<file path="src/rtl/sar_search.sv">
// Successive-approximation search controller: probes a comparator with a candidate guess and binary-searches the target.
// Optional build macro SAR_ONEHOT_CHECK_EN adds an err output that aborts on non-one-hot comparator flags.
module sar_search #(
    parameter int WIDTH = 8,
    localparam int SW = $clog2(WIDTH + 2)
) (
    input  logic             clk,
    input  logic             rst,
    input  logic             start,
    output logic [WIDTH-1:0] guess,
    input  logic             cmp_less,
    input  logic             cmp_equal,
    input  logic             cmp_greater,
    output logic             busy,
    output logic             done,
    output logic             found,
    output logic [WIDTH-1:0] result,
    output logic [SW-1:0]    steps
`ifdef SAR_ONEHOT_CHECK_EN
    ,
    output logic             err
`endif
);

    // Two extra bits keep lo=2**WIDTH and hi=-1 representable so lo>hi detects exhaustion.
    localparam int BW = WIDTH + 2;
    localparam logic signed [BW-1:0] HI_INIT    = BW'((2 ** WIDTH) - 1);
    localparam logic signed [BW-1:0] ONE        = BW'(1);
    localparam logic [WIDTH-1:0]     GUESS_INIT = WIDTH'((2 ** (WIDTH - 1)) - 1);

    typedef enum logic [1:0] {
        ST_IDLE,
        ST_SEARCH,
        ST_DONE
    } state_t;

    state_t               state, state_n;
    logic signed [BW-1:0] lo, hi, lo_n, hi_n, guess_ext;
    logic [WIDTH-1:0]     guess_n, result_n;
    logic                 found_n, abort;
    logic [SW-1:0]        steps_n;
`ifdef SAR_ONEHOT_CHECK_EN
    logic                 err_n;
`endif

    assign busy      = (state == ST_SEARCH);
    assign done      = (state == ST_DONE);
    assign guess_ext = signed'({2'b00, guess});

`ifdef SAR_ONEHOT_CHECK_EN
    assign abort = !$onehot({cmp_less, cmp_equal, cmp_greater});
`else
    assign abort = 1'b0;
`endif

    always_comb begin
        state_n  = state;
        guess_n  = guess;
        lo_n     = lo;
        hi_n     = hi;
        found_n  = found;
        result_n = result;
        steps_n  = steps;
`ifdef SAR_ONEHOT_CHECK_EN
        err_n    = err;
`endif
        case (state)
            ST_IDLE: begin
                if (start) begin
                    state_n  = ST_SEARCH;
                    lo_n     = '0;
                    hi_n     = HI_INIT;
                    guess_n  = GUESS_INIT;
                    steps_n  = '0;
                    found_n  = 1'b0;
                    result_n = '0;
`ifdef SAR_ONEHOT_CHECK_EN
                    err_n    = 1'b0;
`endif
                end
            end
            ST_SEARCH: begin
                steps_n = steps + SW'(1);
                if (abort) begin
                    result_n = '0;
                    found_n  = 1'b0;
                    state_n  = ST_DONE;
`ifdef SAR_ONEHOT_CHECK_EN
                    err_n    = 1'b1;
`endif
                end else if (cmp_equal) begin
                    result_n = guess;
                    found_n  = 1'b1;
                    state_n  = ST_DONE;
                end else begin
                    // Reaching here with no flag set narrows downward, same as greater.
                    if (cmp_less)
                        lo_n = guess_ext + ONE;
                    else if (cmp_greater || !cmp_equal)
                        hi_n = guess_ext - ONE;
                    if (lo_n > hi_n) begin
                        result_n = '0;
                        found_n  = 1'b0;
                        state_n  = ST_DONE;
                    end else begin
                        guess_n = WIDTH'((lo_n + hi_n) >>> 1);
                    end
                end
            end
            ST_DONE: state_n = ST_IDLE;
            default: state_n = ST_IDLE;
        endcase
    end

    always_ff @(posedge clk) begin
        if (rst) begin
            state  <= ST_IDLE;
            guess  <= '0;
            lo     <= '0;
            hi     <= HI_INIT;
            found  <= 1'b0;
            result <= '0;
            steps  <= '0;
`ifdef SAR_ONEHOT_CHECK_EN
            err    <= 1'b0;
`endif
        end else begin
            state  <= state_n;
            guess  <= guess_n;
            lo     <= lo_n;
            hi     <= hi_n;
            found  <= found_n;
            result <= result_n;
            steps  <= steps_n;
`ifdef SAR_ONEHOT_CHECK_EN
            err    <= err_n;
`endif
        end
    end

endmodule

</file>
<file path="config.mk">
export PLATFORM = sky130hd
export DESIGN_NAME = sar_search
export DESIGN_NICKNAME = d
export VERILOG_FILES = /design/src/rtl/sar_search.sv
export SDC_FILE = /design/constraint.sdc
export NUM_CORES = 1
export LEC_CHECK = 0
export CAP_MARGIN = 10
export CORE_ASPECT_RATIO = 0.75
export CORE_MARGIN = 1.5
export CORE_UTILIZATION = 55
export CTS_CLUSTER_SIZE = 30
export DETAILED_ROUTE_END_ITERATION = 6
export PLACE_DENSITY = 0.78
export SLEW_MARGIN = 20
export SYNTH_ARGS = -nofsm -noshare
export SYNTH_HDL_FRONTEND = slang
export SYNTH_SLANG_ARGS = --single-unit
</file>
<file path="constraint.sdc">
create_clock -name clk -period 7.3 [get_ports clk]
set_clock_uncertainty 0.15 [all_clocks]
set_input_delay 1.46 -clock clk [delete_from_list [all_inputs] [get_ports clk]]
set_output_delay 1.46 -clock clk [all_outputs]
set_load 0.05 [all_outputs]
</file>
-- After elaboration in Yosys (flattened, before gate mapping)
Cells that the tools add are included.
- memories: 0
- ROM bits: 0
- flip-flop bits (word level): 43
- input bits: 6
- RAM bits: 0
- word-level logic and storage cells: 58
- output and inout port bits: 23
- bits in latches: 0
- equality and inequality tests: 6
- order comparisons: 1
- bitwise gates (word level): 0
- add/sub/neg operators: 4
- reductions and logical operators: 9
- shift operators: 0
- divide/modulo/power cells: 0
- multiplexer cells: 31
- $mul: 0
- operators with widths (kind ; number):
    2-to-1 mux 10 bit ; 11
    2-to-1 mux 8 bit ; 6
    case mux 10 bit (2 select lines) ; 2
    case mux 8 bit (2 select lines) ; 2
    greater-than comparator 10 bit ; 1
    adder 8 x 1 -> 9 bit (second input constant) ; 1
    adder 9 bit ; 1
    subtractor 8 x 1 -> 9 bit (second input constant) ; 1
    case mux 4 bit (2 select lines) ; 1
    2-to-1 mux 2 bit ; 3
    inequality test 2 bit (second input constant) ; 3
    AND reduction 3 bit ; 2
    adder 4 x 1 -> 4 bit (second input constant) ; 1
    2-to-1 mux 4 bit ; 1
    case mux 2 bit (2 select lines) ; 1
    AND reduction 2 bit ; 2
    AND reduction 4 bit ; 1
    2-to-1 mux 1 bit ; 3
    inequality test 3 x 2 -> 1 bit (second input constant) ; 1
    == test 2 x 1 -> 1 bit (second input constant) ; 1
    == test 2 bit (second input constant) ; 1
    logical NOT 2 bit ; 1
    case mux 1 bit (2 select lines) ; 1
    nonzero test 2 bit ; 1
    2 further kinds ; 2

-- Depth between registers and ports, before layout
Gate-level depths: netlist (run 1).
- depth after elaboration: 10
- gate-level depth with buffers: 16

-- Worst setup path before layout (run 1)
OpenSTA, ideal clock, no wires.
- path kind: in2reg
- start point: input cmp_less
- end point: register guess[5]
- stages on the path: 15
- required time: 7071 ps
- slack: 3013 ps
- arrival: 4058 ps
- setup time: 79 ps
- cells stage by stage: clkbuf_1 > a21o_1 > buf_2 > clkbuf_1 > nand2_1 > o21ai_1 > ha_1 > buf_2 > nor3_1 > nand2_1 > o211a_1 > a41oi_4 > buf_6 > nor2_1 > a211oi_2
- word-level cells in the longest chain between the ends: 7
- ends and longest elaborated chain (what ; RTL line ; text):
    start: declaration ; 11 ; input logic cmp_less,
    2-to-1 mux 10 bit ; 97 ; if (cmp_less)
    2-to-1 mux 10 bit ; 91 ; end else if (cmp_equal) begin
    2-to-1 mux 10 bit ; 67 ; case (state)
    adder 9 bit ; 106 ; guess_n = WIDTH'((lo_n + hi_n) >>> 1);
    2-to-1 mux 8 bit ; 101 ; if (lo_n > hi_n) begin
    2-to-1 mux 8 bit ; 91 ;
    case mux 8 bit (2 select lines) ; 67 ;
    end signal: assignment ; 129 ; guess <= guess_n;
    end: declaration ; 10 ; output logic [WIDTH-1:0] guess,
Several ways; a longest one is shown, not always the timed one. The select of a mux whose other input is x is not followed.
A chain may end at the register's enable or synchronous reset.

-- Worst setup path in the final report (run 1)
- start point: input cmp_less
- end point: register result[2]
- word-level cells in the longest chain between the ends: 6
- ends and longest elaborated chain (what ; RTL line ; text):
    2-to-1 mux 10 bit ; 97 ;
    2-to-1 mux 10 bit ; 91 ;
    2-to-1 mux 10 bit ; 67 ;
    greater-than comparator 10 bit * ; 101 ;
    inequality test 3 x 2 -> 1 bit (no source line) * ; -- ;
    AND reduction 3 bit (no source line) * ; -- ;
    end signal: assignment ; 133 ; result <= result_n;
    end: declaration ; 17 ; output logic [WIDTH-1:0] result,
Mark *: on every way between the ends. The rest lies on a longest branch, timed or not. The select of a mux whose other input is x is not followed.

==> metrics.md, run 1 <==
| Metric | Value |
|---|---|
| Worst-Skew Late Latency | `290 ps` |
| Initial Util | `57.9%` |
| Post-synth top flop | `dfxtp_1` |
| Starting DRT DRC Count | `206` |
| Area grow syn2layout | `14.1%` |
| Number of flops mapped to enable cells by yosys | `0` |
| Final cell count without fillers | `399` |
| Routed vias | `2,442` |
| # rows | `21` |
| DIE AREA | `0.00518 mm²` |
| Die height | `62.7 µm` |
| Max Cap Violations | `0` |
| TritonCTS Sinks | `43` |
| Worst VDD drop | `156 µV` |
| Post-synth top area cell | `dfxtp_1` |
| Top-count cell post-synth | `nor2_1` |
| Pre-antenna DRT Iters | `5` |
| Core area | `0.00452 mm²` |
| Clock transition at the registers of the reported paths | `80 ps` |
| Final critical-path share of the clock period | `72.0%` |
| Final Slew Violations | `0` |
| Nets | `370` |
| Grt ovf | `0` |
| DRC | `0` |
| Worst hold slack | `291 ps` |
| Synth cell count leaders | `nor2_1 (53), dfxtp_1 (43), nand2_1 (25)` |
| Die X | `82.6 µm` |
| Clk root buf | `clkbuf_8` |
| Share of cells above drive strength 1 | `5.56%` |
| FF+latch count, synth | `43` |
| Sum Neg Setup Slack | `0 ps` |
| Crit path required time | `7340 ps` |
| First-pass GRT wire length | `11.3 mm` |
| DP HPWL | `5.02 mm` |
| Mean number of vias per cell | `6.12` |
| Hold Path Origin | `lo[9]` |
| Routed WL | `6.82 mm` |
| Hold EP | `lo[9]` |
| Crit Reg-Reg Endpoint | `result[2]` |
| Sequential element share of the synthesized area | `32.9%` |
| Critical path launch point | `cmp_less` |
| P per Cell Area | `220 mW/mm²` |
| R2R setup slack | `3220 ps` |
| Status | `finished clean` |
| Synth warnings | `0` |
| # diodes | `0` |
| Overall Global Routing Usage | `28.9%` |
| Worst Setup Start Kind | `primary input` |
| RSZ-0062 raised after global routing | `false` |
| Worst hold path type | `register to register` |
| I/O pin total | `29` |
| Worst Tran Pin Value | `1010 ps` |
| Post-DRT Antenna Nets | `0` |
| Post_cts resized | `0` |
| Crit path time final | `5260 ps` |
| DR WL/cell | `17.1 µm` |
| Largest net degree at the start of global routing | `32` |
| Slew margin rel. | `32.9%` |
| Crit Path Class | `primary input to register` |
| Total CTS buffers | `5` |
| Initial antenna violation count | `0` |
| Post-synthesis cell type count | `48` |
| Syn Std Cell Area | `0.00262 mm²` |
| Global placement routability congestion | `0.967` |
| Largest cells by area after synthesis | `dfxtp_1 (33%), ha_1 (10%), nor2_1 (7.6%), a21oi_1 (4.6%), nand2_1 (3.6%)` |
| CP endpoint kind | `register` |
| Port Buffers | `28` |
| Critical Path Fanout Max | `19` |
| TritonCTS clock tree | `yes` |
| Post-synthesis instance total | `324` |
| Post-synth ARST share | `0%` |
| Clock Tree Buf Depth | `2` |
| Highest clock rate | `0.190 GHz` |
| Cells after DPL | `392` |
| R2R cell count | `13` |
| Post-CTS setup buffer count | `0` |
| CTS Hold Bufs | `0` |
| Vias in the first global route | `2,226` |
| Area fraction of the dominant cell type after synthesis | `32.9%` |
| Synthesized area per cell | `8.07 µm²` |
| Setup violators final | `0` |
| H-tree depth | `2` |
| Syn Nets | `352` |
| Final Hold Vio Count | `0` |
| Leak Pwr | `1.19 nW` |
| Crit path arrival time | `5290 ps` |
| WHS Path Cells | `2` |
| Worst r2r src | `guess[0]` |
-- state kept, by name, summed over array words and instances (netlist names) --
register and count:
found 1, hi 10, state 2, steps 4
guess 8, lo 10, result 8
-- cells in the final DEF, fill, tap and decap left out, types with 2 or more instances in the layout --
| master | instances |
|---|---|
| nand3_1 | 5 |
| nand2b_1 | 8 |
| clkdlybuf4s50_1 | 28 |
| a22oi_1 | 10 |
| xnor2_1 | 10 |
| nor2_1 | 53 |
| o31ai_1 | 2 |
| ha_1 | 21 |
| xor2_1 | 8 |
| buf_4 | 2 |
| nor2b_1 | 5 |
| a21o_1 | 3 |
| dfxtp_1 | 43 |
| a22o_1 | 8 |
| nand3b_1 | 3 |
| mux2_2 | 2 |
| a21oi_1 | 24 |
| nor3_1 | 3 |
| nor3b_1 | 3 |
| o41ai_1 | 2 |
| nand2_1 | 25 |
| o22ai_1 | 2 |
| and2_1 | 2 |
| o21ai_0 | 14 |
| or2_2 | 2 |
| nand4_1 | 3 |
| a311oi_1 | 2 |
| a211oi_1 | 6 |
| nor4_1 | 2 |
| o21bai_1 | 2 |
| clkbuf_8 | 6 |
| inv_1 | 17 |
-- critical path, stage by stage --
cell and delay [ps]:
clkdlybuf4s50_1 740, a21o_1 510, nor4_1 410, a21oi_1 120
ha_1 440, and4bb_1 290, nand2_1 70, o211a_1 270
a41oi_4 520, a21oi_2 230, a22o_1 230
-- per-layer routing --
layer / share of wire (%) / vias to the layer above / wire, µm / GRT usage, %
li1: - / 1160 / - / -
met1: 49 / 1172 / 3310 / 45.6
met2: 43 / 103 / 2950 / 39.4
met3: 7.2 / 7 / 492 / 5.40
met4: 0.90 / 0 / 61 / 7.50
met5: 0 / - / 0 / 0
-- cells by family after synthesis --
logic type,after synthesis,share of synthesized area [%]
AOI/OAI and AO/OA,85,22.5
buffers and inverters,37,5.83
adders and majority gates,22,10.8
DFF,43,32.9
muxes,3,1.24
and+or+nand+nor,116,20.7
xor gates and xnor gates,18,6.03
-- where the power goes --
group / switching [mW] / internal [mW] / total, mW
Combinational: 0.146 / 0.0879 / 0.234
Sequential: 0.0234 / 0.247 / 0.271
Clock: 0.0780 / 0.0743 / 0.152
-- cell type report --
cell class / instances / area (µm²)
clock buffer: 6 / 82.6
clock inverter: 1 / 5.00
fill: 396 / 1530
inverter: 18 / 67.6
multi-input combinational: 244 / 1600
sequential: 43 / 861
tap: 57 / 71.3
timing repair buffer: 30 / 295
-- stage by stage --
step | setup WS [ps] | cell area, µm² | utilization, % | power (mW)
after floorplan | 3010 | 2620 | - | 0.443
after global placement | 1940 | 2900 | 64.1 | 0.501
after detailed placement | 1760 | 2900 | 64.1 | 0.505
after CTS | 2070 | 2990 | 66.1 | 0.656
after global routing | 1760 | 2990 | 66.1 | 0.696
final | 2040 | 2990 | 66.1 | 0.657
-- worst max-delay path by stage --
stage / slack [ps] / endpoint
after floorplan: 3010 / guess[5]
after global placement: 1940 / result[7]
after detailed placement: 1760 / result[6]
after CTS: 2070 / result[6]
after global routing: 1760 / result[4]
final: 2040 / result[2]
Note: power is estimated with default switching activity, not from simulation.
==> run 2, diff against run 1 <==
--- a/config.mk
+++ b/config.mk
@@ -8,10 +8,10 @@
 export CAP_MARGIN = 10
 export CORE_ASPECT_RATIO = 0.75
 export CORE_MARGIN = 1.5
-export CORE_UTILIZATION = 55
+export CORE_UTILIZATION = 51
 export CTS_CLUSTER_SIZE = 30
 export DETAILED_ROUTE_END_ITERATION = 6
-export PLACE_DENSITY = 0.78
+export PLACE_DENSITY = 0.76
 export SLEW_MARGIN = 20
 export SYNTH_ARGS = -nofsm -noshare
 export SYNTH_HDL_FRONTEND = slang
==> constraint.sdc (replaced) <==
create_clock -name clk -period 4.4 [get_ports clk]
set_clock_uncertainty 0.15 [all_clocks]
set_input_delay 0.88 -clock clk [delete_from_list [all_inputs] [get_ports clk]]
set_output_delay 0.88 -clock clk [all_outputs]
set_load 0.05 [all_outputs]
==> metrics.md, run 2 (synthesis gave the netlist of run 1 again) <==
| Metric | Value |
|---|---|
| Mean number of vias per cell | `5.81` |
| DR WL/cell | `16.7 µm` |
| Crit-path most repeated cell | `nor2_1` |
| First-pass GRT wire length | `11.4 mm` |
| Port Buffers | `28` |
| P per Cell Area | `373 mW/mm²` |
| Core area | `0.00493 mm²` |
| Crit path time final | `3960 ps` |
| Max Cap Violations | `0` |
| Commonest cells after routing, fill and taps aside | `nor2_1 (53), dfxtp_1 (43), clkdlybuf4s50_1 (28), nand2_1 (25), a21oi_1 (24)` |
| # diodes | `0` |
| Clock Tree Buf Depth | `2` |
| Starting DRT DRC Count | `154` |
| CP endpoint kind | `register` |
| DRC | `0` |
| Largest net degree at the start of global routing | `32` |
| Vias in the first global route | `2,284` |
| CP max-delay cell | `clkdlybuf4s50_1` |
| Post_cts resized | `0` |
| Crit path cell chain | `clkdlybuf4s50_1 -> a21o_1 -> nor2_1 -> a21oi_1 -> inv_1 -> ha_1 -> nor3_1 -> nand2_1 -> o211a_1 -> a41oi_4 -> buf_4 -> nor2_1 -> a311oi_1` |
| Grt ovf | `0` |
| CTS Hold Bufs | `0` |
| DP HPWL | `5.02 mm` |
| Post-DRT Antenna Nets | `0` |
| WP buf/inv | `3` |
| Sum Neg Setup Slack | `0 ps` |
| Area post-placement | `0.00298 mm²` |
| Fillers | `417` |
| Initial antenna violation count | `0` |
| Area grow syn2layout | `18.0%` |
| Clk root buf | `clkbuf_8` |
| Final Slew Violations | `0` |
| H-tree depth | `2` |
| Storage cell area | `861 µm²` |
| Nets | `381` |
| DIE AREA | `0.00557 mm²` |
| TritonCTS Sinks | `43` |
| Routed WL | `6.91 mm` |
| Critical Path Fanout Max | `10` |
| Setup violators final | `0` |
| Worst Setup Start Kind | `primary input` |
| Share of cells above drive strength 1 | `8.22%` |
| Multi-input gate area | `0.00160 mm²` |
| RSZ-0062 raised after global routing | `false` |
| Leak Pwr | `1.25 nW` |
| Largest regs | `hi: 10 flops, lo: 10 flops` |
| Final critical-path share of the clock period | `90.0%` |
| Post-CTS setup buffer count | `0` |
| Worst-Skew Late Latency | `300 ps` |
| Worst VDD drop | `280 µV` |
| Crit path arrival time | `4020 ps` |
| Die height | `65.0 µm` |
| Final Hold Vio Count | `0` |
| Worst hold path type | `register to register` |
| Pre-antenna DRT Iters | `5` |
| # rows | `22` |
| Slew margin rel. | `33.3%` |
| Routed vias | `2,401` |
| Overall Global Routing Usage | `26.5%` |
| Cells after DPL | `406` |
| Clock transition at the registers of the reported paths | `80 ps` |
| R2R setup slack | `440 ps` |
| Worst path top cell family by delay | `compound AO/OA/AOI/OAI gates` |
| Global placement routability congestion | `1.01` |
| Worst Tran Pin Value | `999 ps` |
| Crit path required time | `4460 ps` |
| Status | `finished clean` |
| I/O pin total | `29` |
| Initial Util | `53.1%` |
| Crit Path Class | `primary input to register` |
| Crit-path max cell delay | `560 ps` |
| TritonCTS clock tree | `yes` |
| Power, Total | `1.15 mW` |
| Fin area | `0.00309 mm²` |
| Die X | `85.7 µm` |
| Most common cell after layout, fill and taps aside | `nor2_1` |
| Final cell count without fillers | `413` |
| Total CTS buffers | `5` |
| Highest clock rate | `0.252 GHz` |
run 2: cell types whose count changed in the layout (fill, tap and decap cells not counted), sizes merged:
| cell | delta |
|---|---|
| clkinv | -1 |
| bufinv | +1 |
| buf | +11 |
run 2: per-layer routing:
layer  global-route usage (%)  vias to the layer above  wire length [µm]  part of all wire, %
met5                        0                        -                 0                    0
met3                     5.61                        9               443                  6.4
li1                         -                     1178                 -                    -
met1                     38.9                     1128              3540                   51
met2                     38.9                       86              2830                   41
met4                     7.86                        0                89                  1.3
run 2: tightest hold or removal path, delay by kind of cell (launching register included):
kind	cells	cell delay (ps)
DFF	1	310
and+or+nand+nor	2	80
run 2: final timing paths:
path / to / cells after the start / start
worst max-delay path: guess[1] / 13 / cmp_equal
worst min-delay path: lo[9] / 2 / lo[9]
worst max register to register: guess[1] / 14 / guess[0]
worst min register to register: lo[9] / 2 / lo[9]
run 2: area by class of cell:
class | count | area share (%)
multi-input combinational | 244 | 51.9
clock inverter | 1 | 0.973
tap | 60 | 2.43
inverter | 18 | 2.19
sequential | 43 | 27.9
timing repair buffer | 41 | 12.2
clock buffer | 6 | 2.35
run 2: report_power, final:
group	total (mW)	leakage (nW)	internal [mW]	switching [mW]
sequential	0.446	0.351	0.410	0.0359
clock	0.301	0.0513	0.166	0.135
combinational	0.404	0.849	0.157	0.247
total	1.15	1.25	0.734	0.418
run 2: metrics by stage:
| step | worst slack [ps] | utilization, % | hold slack [ps] |
|---|---|---|---|
| 4_1_cts | 446 | 62.6 | 280 |
| 3_3_place_gp | 262 | 60.6 | 264 |
| 6_report | 438 | 62.6 | 280 |
| 3_5_place_dp | 202 | 60.6 | 268 |
| 2_1_floorplan | 693 | - | 255 |
| 5_1_grt | 188 | 62.6 | 300 |
